===== config.mk =====
export PLATFORM = sky130hd
export DESIGN_NAME = fp_vec_mul_seq
export DESIGN_NICKNAME = d
export VERILOG_FILES = /design/src/rtl/fp_vec_mul_seq.sv
export SDC_FILE = /design/constraint.sdc
export NUM_CORES = 1
export LEC_CHECK = 0
export CAP_MARGIN = 20
export CORE_ASPECT_RATIO = 0.7
export CORE_MARGIN = 4
export CORE_UTILIZATION = 32
export DETAILED_ROUTE_END_ITERATION = 6
export GPL_TIMING_DRIVEN = 0
export HOLD_SLACK_MARGIN = 0.02
export PLACE_DENSITY = 0.68
export SLEW_MARGIN = 30
export SYNTH_ARGS = -nofsm -noshare
export SYNTH_HDL_FRONTEND = slang
export SYNTH_SLANG_ARGS = --single-unit

===== constraint.sdc =====
create_clock -name clk -period 6.15 [get_ports clk]
set_input_delay 1.5375 -clock clk [delete_from_list [all_inputs] [get_ports clk]]
set_output_delay 1.5375 -clock clk [all_outputs]
set_load 0.05 [all_outputs]

===== src/rtl/fp_vec_mul_seq.sv =====
// Vector front-end for a combinational FP multiplier: captures a packed operand
// pair, feeds one lane pair per cycle to an external fp_mul, gathers the products
// and presents the result vector with a valid/ready handshake plus ORed lane flags.
module fp_vec_mul_seq #(
    parameter int E_WIDTH = 8,
    parameter int M_WIDTH = 23,
    parameter int I_WIDTH = E_WIDTH + M_WIDTH + 1,
    parameter int LANES   = 4
) (
    input  logic                     clk,
    input  logic                     rst,
    input  logic                     in_valid,
    output logic                     in_ready,
    input  logic [LANES*I_WIDTH-1:0] vec_a,
    input  logic [LANES*I_WIDTH-1:0] vec_b,
    output logic [I_WIDTH-1:0]       mul_a,
    output logic [I_WIDTH-1:0]       mul_b,
    input  logic [I_WIDTH-1:0]       mul_out,
    output logic                     out_valid,
    input  logic                     out_ready,
    output logic [LANES*I_WIDTH-1:0] vec_out,
    output logic                     flag_nan,
    output logic                     flag_inf,
    output logic                     flag_zero,
    output logic                     busy
);

    localparam int IDX_W = (LANES > 1) ? $clog2(LANES) : 1;
    localparam logic [IDX_W-1:0] LAST_IDX = IDX_W'(LANES - 1);

    typedef enum logic [1:0] {
        IDLE  = 2'd0,
        ISSUE = 2'd1,
        DONE  = 2'd2
    } state_t;

    state_t                   state_q, state_d;
    logic [IDX_W-1:0]         idx_q, idx_d;
    logic [LANES*I_WIDTH-1:0] a_q, a_d;
    logic [LANES*I_WIDTH-1:0] b_q, b_d;
    logic [LANES*I_WIDTH-1:0] res_q, res_d;
    logic                     nan_q, nan_d;
    logic                     inf_q, inf_d;
    logic                     zero_q, zero_d;

    logic [E_WIDTH-1:0]       prod_exp;
    logic [M_WIDTH-1:0]       prod_man;
    logic                     prod_nan, prod_inf, prod_zero;

    // Classify the product currently returned by the multiplier.
    always_comb begin
        prod_exp  = mul_out[I_WIDTH-2 -: E_WIDTH];
        prod_man  = mul_out[M_WIDTH-1:0];
        prod_nan  = (prod_exp == '1) && (prod_man != '0);
        prod_inf  = (prod_exp == '1) && (prod_man == '0);
        prod_zero = (prod_exp == '0) && (prod_man == '0);
    end

    // Next-state, datapath updates and multiplier operand mux.
    always_comb begin
        state_d = state_q;
        idx_d   = idx_q;
        a_d     = a_q;
        b_d     = b_q;
        res_d   = res_q;
        nan_d   = nan_q;
        inf_d   = inf_q;
        zero_d  = zero_q;
        mul_a   = '0;
        mul_b   = '0;
        case (state_q)
            IDLE: begin
                if (in_valid) begin
                    a_d     = vec_a;
                    b_d     = vec_b;
                    res_d   = '0;
                    nan_d   = 1'b0;
                    inf_d   = 1'b0;
                    zero_d  = 1'b0;
                    idx_d   = '0;
                    state_d = ISSUE;
                end
            end
            ISSUE: begin
                mul_a = a_q[int'(idx_q)*I_WIDTH +: I_WIDTH];
                mul_b = b_q[int'(idx_q)*I_WIDTH +: I_WIDTH];
                res_d[int'(idx_q)*I_WIDTH +: I_WIDTH] = mul_out;
                nan_d  = nan_q  | prod_nan;
                inf_d  = inf_q  | prod_inf;
                zero_d = zero_q | prod_zero;
                if (idx_q == LAST_IDX) begin
                    idx_d   = '0;
                    state_d = DONE;
                end else begin
                    idx_d = idx_q + 1'b1;
                end
            end
            DONE: begin
                if (out_ready) state_d = IDLE;
            end
            default: state_d = IDLE;
        endcase
    end

    // State and datapath registers with synchronous reset.
    always_ff @(posedge clk) begin
        if (rst) begin
            state_q <= IDLE;
            idx_q   <= '0;
            a_q     <= '0;
            b_q     <= '0;
            res_q   <= '0;
            nan_q   <= 1'b0;
            inf_q   <= 1'b0;
            zero_q  <= 1'b0;
        end else begin
            state_q <= state_d;
            idx_q   <= idx_d;
            a_q     <= a_d;
            b_q     <= b_d;
            res_q   <= res_d;
            nan_q   <= nan_d;
            inf_q   <= inf_d;
            zero_q  <= zero_d;
        end
    end

    assign in_ready  = (state_q == IDLE);
    assign out_valid = (state_q == DONE);
    assign busy      = (state_q != IDLE);
    assign vec_out   = res_q;
    assign flag_nan  = nan_q;
    assign flag_inf  = inf_q;
    assign flag_zero = zero_q;

endmodule


==> metrics.csv, run 1 <==
metric,value,unit
status,finished clean,
gr-total-overflow,0,
core,47000,µm²
avgSynthCellArea,8.80,µm²
ioPinCount,490,
synth_most_common_cell,nand2_1,
start_kind,flop,
finalSetupTns,0,ns
fp.dieW,270,µm
hold_path.class,flop to flop,
synthTopCellsByArea,"dfxtp_1, nand2_1, mux4_2, a21oi_1, a22oi_1",
dr.pass1.iters,6,
synth-simple-area-share,20.0,%
yosysWarnings,0,
worstMarginPinSlew,0.976,ns
synthMuxAreaShare,9.35,%
clk_latency,0.55,ns
cts_tree,built,
rsz0062_at_grt,no,
ys_seq_area_share,50.8,%
synth_compound_gate_area_share,15.0,%
io_buffers,488,
die_y,192,µm
drt-initial-drc-count,1275,
synthAdderAreaFrac,0.406,%
gr-usage-all-layers,23.7,%
cp_cell_sequence,"buf_2, clkbuf_1, mux4_2, and2_1, clkdlybuf4s50_1",
wire_per_inst,22.0,µm
h-tree-depth,2,
n_fill_cell,4398,
grt_pass1_wl,93.7,mm
slowest_stage,clkdlybuf4s50_1,
crit_required,4.61,ns
antenna_found_initial,12,
finalCriticalPeriod,5.05,ns
synth_ff_type,dfxtp_1,
ys_types,32,
dp_hpwl,50.2,mm
cts_made_buffers,41,
die_area,51800,µm²
cts.sinks,391,
period_share,82.0,%
fin_util,47.9,%
final_antenna_net_count,0,
synth_top_area_share,50.8,%
end_kind,output port,
p_leak,8.16,nW
gp_congestion,0.907,
slew_viol_final,0,
yosysTopAreaCell,dfxtp_1,
synth_edf_count,0,
drt_wl_total,64.6,mm
ys_ff_latch,391,
crit_family,buffers and inverters,
drive_gt1_share,9.34,%
synth_top_cells_by_count,"nand2_1, dfxtp_1, a21oi_1",
drc_errors,0,
fp-row-count,66,
vias_per_cell,5.20,
clk_pin_slew_worst_paths,0.06,ns
synth_area,15400,µm²
synth_top_family_by_area,simple AND/OR/NAND/NOR gates,
crit_fanout,10,
final_net_count,2580,
max_slew_margin,34.9,%
start_util,32.8,%
setup_viol,0,
grt_pass1_vias,15000,
power.density,278,nW/µm²
cp_data_arrival_time,3.51,ns
post_cts_buffers,0,
async_reset_ff_share,0,%
grt_max_degree,15,
cts_hold_buf,0,
area_growth,46.1,%
fmax,198,MHz
syn-num-nets,2049,
fin_worst_skew,0.0174,ns
cts_root_buf,clkbuf_16,
cp_slowest_stage_delay,0.82,ns
vdd_drop_max,157,µV
critPathKind,flop to output port,
syn_inst,1752,
path_buf_inv,3,
ctsResizeCount,0,
finalHoldViolCount,0,
synth-xor-area-share,0,%
via_count,15300,
clock_path_buffers,3,
cap_violations,0,
[cell type report]
class,instances,area [µm²],share of cell area [%]
clock buffer,60,1240,5.51
buffer,148,677,3.01
tap,612,766,3.40
antenna,13,32.5,0.144
multi-input combinational,1209,6900,30.6
clock inverter,12,183,0.811
sequential,391,7830,34.8
inverter,4,15.0,0.0667
timing repair buffer,488,4880,21.7
[flip-flops by register name, summed over array words and instances, names as in the netlist]
name and flops:
a_q 128, b_q 128, vec_out 128, idx_q 2, state_q 2, flag_inf 1, flag_nan 1, flag_zero 1
[final timing paths]
check / slack, ns / cells past startpoint / startpoint / to
min reg2reg: 0.45 / 2 / b_q[92] / b_q[92]
min: 0.45 / 2 / b_q[92] / b_q[92]
max: 1.10 / 5 / idx_q[1] / mul_a[22]
max reg2reg: 2.67 / 9 / idx_q[1] / vec_out[125]
[logic make-up (layout without fill, tap and decap cells)]
| family | count (synthesis) | in the layout |
|---|---|---|
| buffers and inverters | 152 | 712 |
| and+or+nand+nor | 745 | 745 |
| adders and majority gates | 5 | 5 |
| other | 0 | 13 |
| muxes | 64 | 64 |
| DFF | 391 | 391 |
| AOI/OAI and AO/OA | 395 | 395 |
[cell usage in the layout (no fill, tap or decap), types with 64 or more instances in the layout]
master             n
dfxtp_1          391
nor2_1           134
and2_1            64
clkdlybuf4s50_1  488
a22oi_1          129
buf_2             76
a21oi_1          260
mux4_2            64
clkbuf_1          72
nand2_1          520
[worst reg2reg max path, stage by stage, from the launching register on]
cell      delay (ns)
dfxtp_1         0.47
buf_2           0.35
buf_1           0.69
inv_1           0.21
ha_1            0.40
nand2b_1        0.20
nor4_4          0.47
buf_2           0.36
a22oi_1         0.14
nor2_1          0.11
[through the flow]
| step | hold WS [ns] | instance area [µm²] | std cells | worst slack [ns] | total power, mW |
|---|---|---|---|---|---|
| 2_1_floorplan | 0.433 | 15400 | 1752 | 2.81 | 3.22 |
| 3_3_place_gp | 0.439 | 21100 | 2852 | 1.70 | 3.66 |
| 3_5_place_dp | 0.443 | 21100 | 2852 | 1.71 | 3.68 |
| 4_1_cts | 0.451 | 22500 | 2924 | 1.10 | 6.31 |
| 5_1_grt | 0.469 | 22500 | 2932 | 1.00 | 6.49 |
| 6_report | 0.452 | 22500 | 2937 | 1.10 | 6.26 |
[power by group]
part	switching [mW]	leakage, nW	internal [mW]
Clock	1.06	0.690	1.57
Sequential	0.0658	3.19	2.65
Combinational	0.529	4.28	0.391
[layer usage]
metal / vias up / track usage (%) / share of wire (%)
li1: 7030 / - / -
met3: 121 / 4.91 / 7.2
met1: 7480 / 33.2 / 45
met5: - / 0 / 0.074
met4: 8 / 7.66 / 2.9
met2: 623 / 36.9 / 45
Note: power is estimated with default switching activity, not from simulation.
==> inputs of run 2 (changes only) <==
- clock period: 6.15 -> 4.7 ns (I/O delays scaled with it)
==> run 2 against run 1 <==
  * Highest routed layer unchanged
  * Total power rose by 31%
  * Clock-buffer cell count did not move
  * First-iteration DRC count increased by 2.0%
  * Cell area about the same
  * Largest power group unchanged
  * Register-to-register slack got worse by 1.5 ns
  * Sequential share of layout area is essentially flat
  * Die area unchanged
  * Core utilization barely moved
  * Clock skew rose by 0.0014 ns
  * Sequential power is 31% higher
  * Via count shrank 0.26%
==> metrics.csv, run 2 (synthesized netlist as in run 1, its figures left out) <==
metric,value,unit
fin_ws,0.106,ns
grt_pass1_vias,15000,
wire_per_inst,22.0,µm
grt.busiest_layer,met2,
cp_cell_sequence,"buf_2, buf_1, mux4_2, and2_1, clkdlybuf4s50_1",
crit_required,3.52,ns
cts.sinks,391,
hold_start,b_q[92],
power.density,364,nW/µm²
vdd_drop_max,207,µV
clock_path_buffers,3,
gp_congestion,0.907,
gr-usage-met3,4.91,%
ioPinCount,490,
clk_pin_slew_worst_paths,0.06,ns
hold_path.class,flop to flop,
fmax,218,MHz
worstMarginPinSlew,0.905,ns
drt_wl_total,64.6,mm
final_net_count,2580,
final_cell_mix,"nand2_1, clkdlybuf4s50_1, dfxtp_1, a21oi_1, nor2_1",
cap_violations,0,
core,47000,µm²
dp_hpwl,50.2,mm
via_count,15200,
slowest_stage,clkdlybuf4s50_1,
finalSetupTns,0,ns
finalHoldViolCount,0,
grt_max_degree,15,
slew_viol_final,0,
start_util,32.8,%
gr-total-overflow,0,
fp-row-count,66,
r2r-start,idx_q[1],
vias_per_cell,5.18,
rsz0062_at_grt,no,
cp-startpoint,idx_q[1],
crit_fanout,10,
setup_viol,0,
final_antenna_net_count,0,
drt-initial-drc-count,1301,
dpl_worst_slack,0.621,ns
io_buffers,488,
clk_latency,0.55,ns
p_leak,8.16,nW
die_area,51800,µm²
cts_made_buffers,41,
final_common_cell,nand2_1,
h-tree-depth,2,
use_met1,33.2,%
end_kind,output port,
cts_tree,built,
cp_data_arrival_time,3.42,ns
cts_root_buf,clkbuf_16,
antenna_found_initial,12,
area_growth,46.1,%
grt_use_met2,36.9,%
cp_slowest_stage_delay,0.87,ns
drive_gt1_share,9.43,%
period_share,97.8,%
gr-usage-all-layers,23.7,%
die_y,192,µm
critPathKind,flop to output port,
max_slew_margin,39.7,%
status,finished clean,
fin_worst_skew,0.0188,ns
finalCriticalPeriod,4.59,ns
drc_errors,0,
cts_hold_buf,0,
start_kind,flop,
fp.dieW,270,µm
dr.pass1.iters,7,
grt_pass1_wl,93.7,mm
## run 2: power breakdown
group	leakage [nW]	internal, mW	switching [mW]
Combinational	4.28	0.512	0.692
Sequential	3.19	3.46	0.0862
Clock	0.690	2.05	1.39
## run 2: critical path, delay by kind of cell, from the launching register on
kind          cells  cell delay (ns)
buf+inv           3             1.91
flops             1             0.48
mux               1             0.36
simple gates      1             0.13
## run 2: layer usage
metal | vias up | share of wire, %
met1 | 7405 | 45
met4 | 8 | 3.1
li1 | 7034 | -
met2 | 647 | 45
met3 | 128 | 7.5
met5 | - | 0.079
## run 2: area by class of cell
| type | instances | area, µm² |
|---|---|---|
| antenna | 13 | 32.5 |
| buffer | 148 | 682 |
| clock buffer | 60 | 1240 |
| clock inverter | 12 | 183 |
| fill | 4397 | 24500 |
| inverter | 4 | 15.0 |
| multi-input combinational | 1209 | 6900 |
| sequential | 391 | 7830 |
| tap | 612 | 766 |
| timing repair buffer | 488 | 4880 |
## run 2: repair_timing
item                                    CTS  global route
buffers inserted                          0             0
gates resized for setup                   0             6
endpoints found under the setup margin    0            16
## run 2: worst paths after layout
| check | endpoint | slack, ns | cells after the start |
|---|---|---|---|
| max | mul_a[27] | 0.11 | 5 |
| min reg2reg | b_q[92] | 0.45 | 2 |
| min | b_q[92] | 0.45 | 2 |
| max reg2reg | vec_out[125] | 1.22 | 9 |
## run 2: per-stage QoR
| step | instance area, µm² | power [mW] | cells | util [%] | hold slack, ns |
|---|---|---|---|---|---|
| finish | 22500 | 8.19 | 2937 | 47.9 | 0.452 |
| global route | 22500 | 8.49 | 2932 | 47.9 | 0.469 |
| CTS | 22500 | 8.25 | 2924 | 47.9 | 0.451 |
| detailed placement | 21100 | 4.82 | 2852 | 44.8 | 0.443 |
| global placement | 21100 | 4.79 | 2852 | 44.8 | 0.439 |
| floorplan | 15400 | 4.21 | 1752 | - | 0.433 |
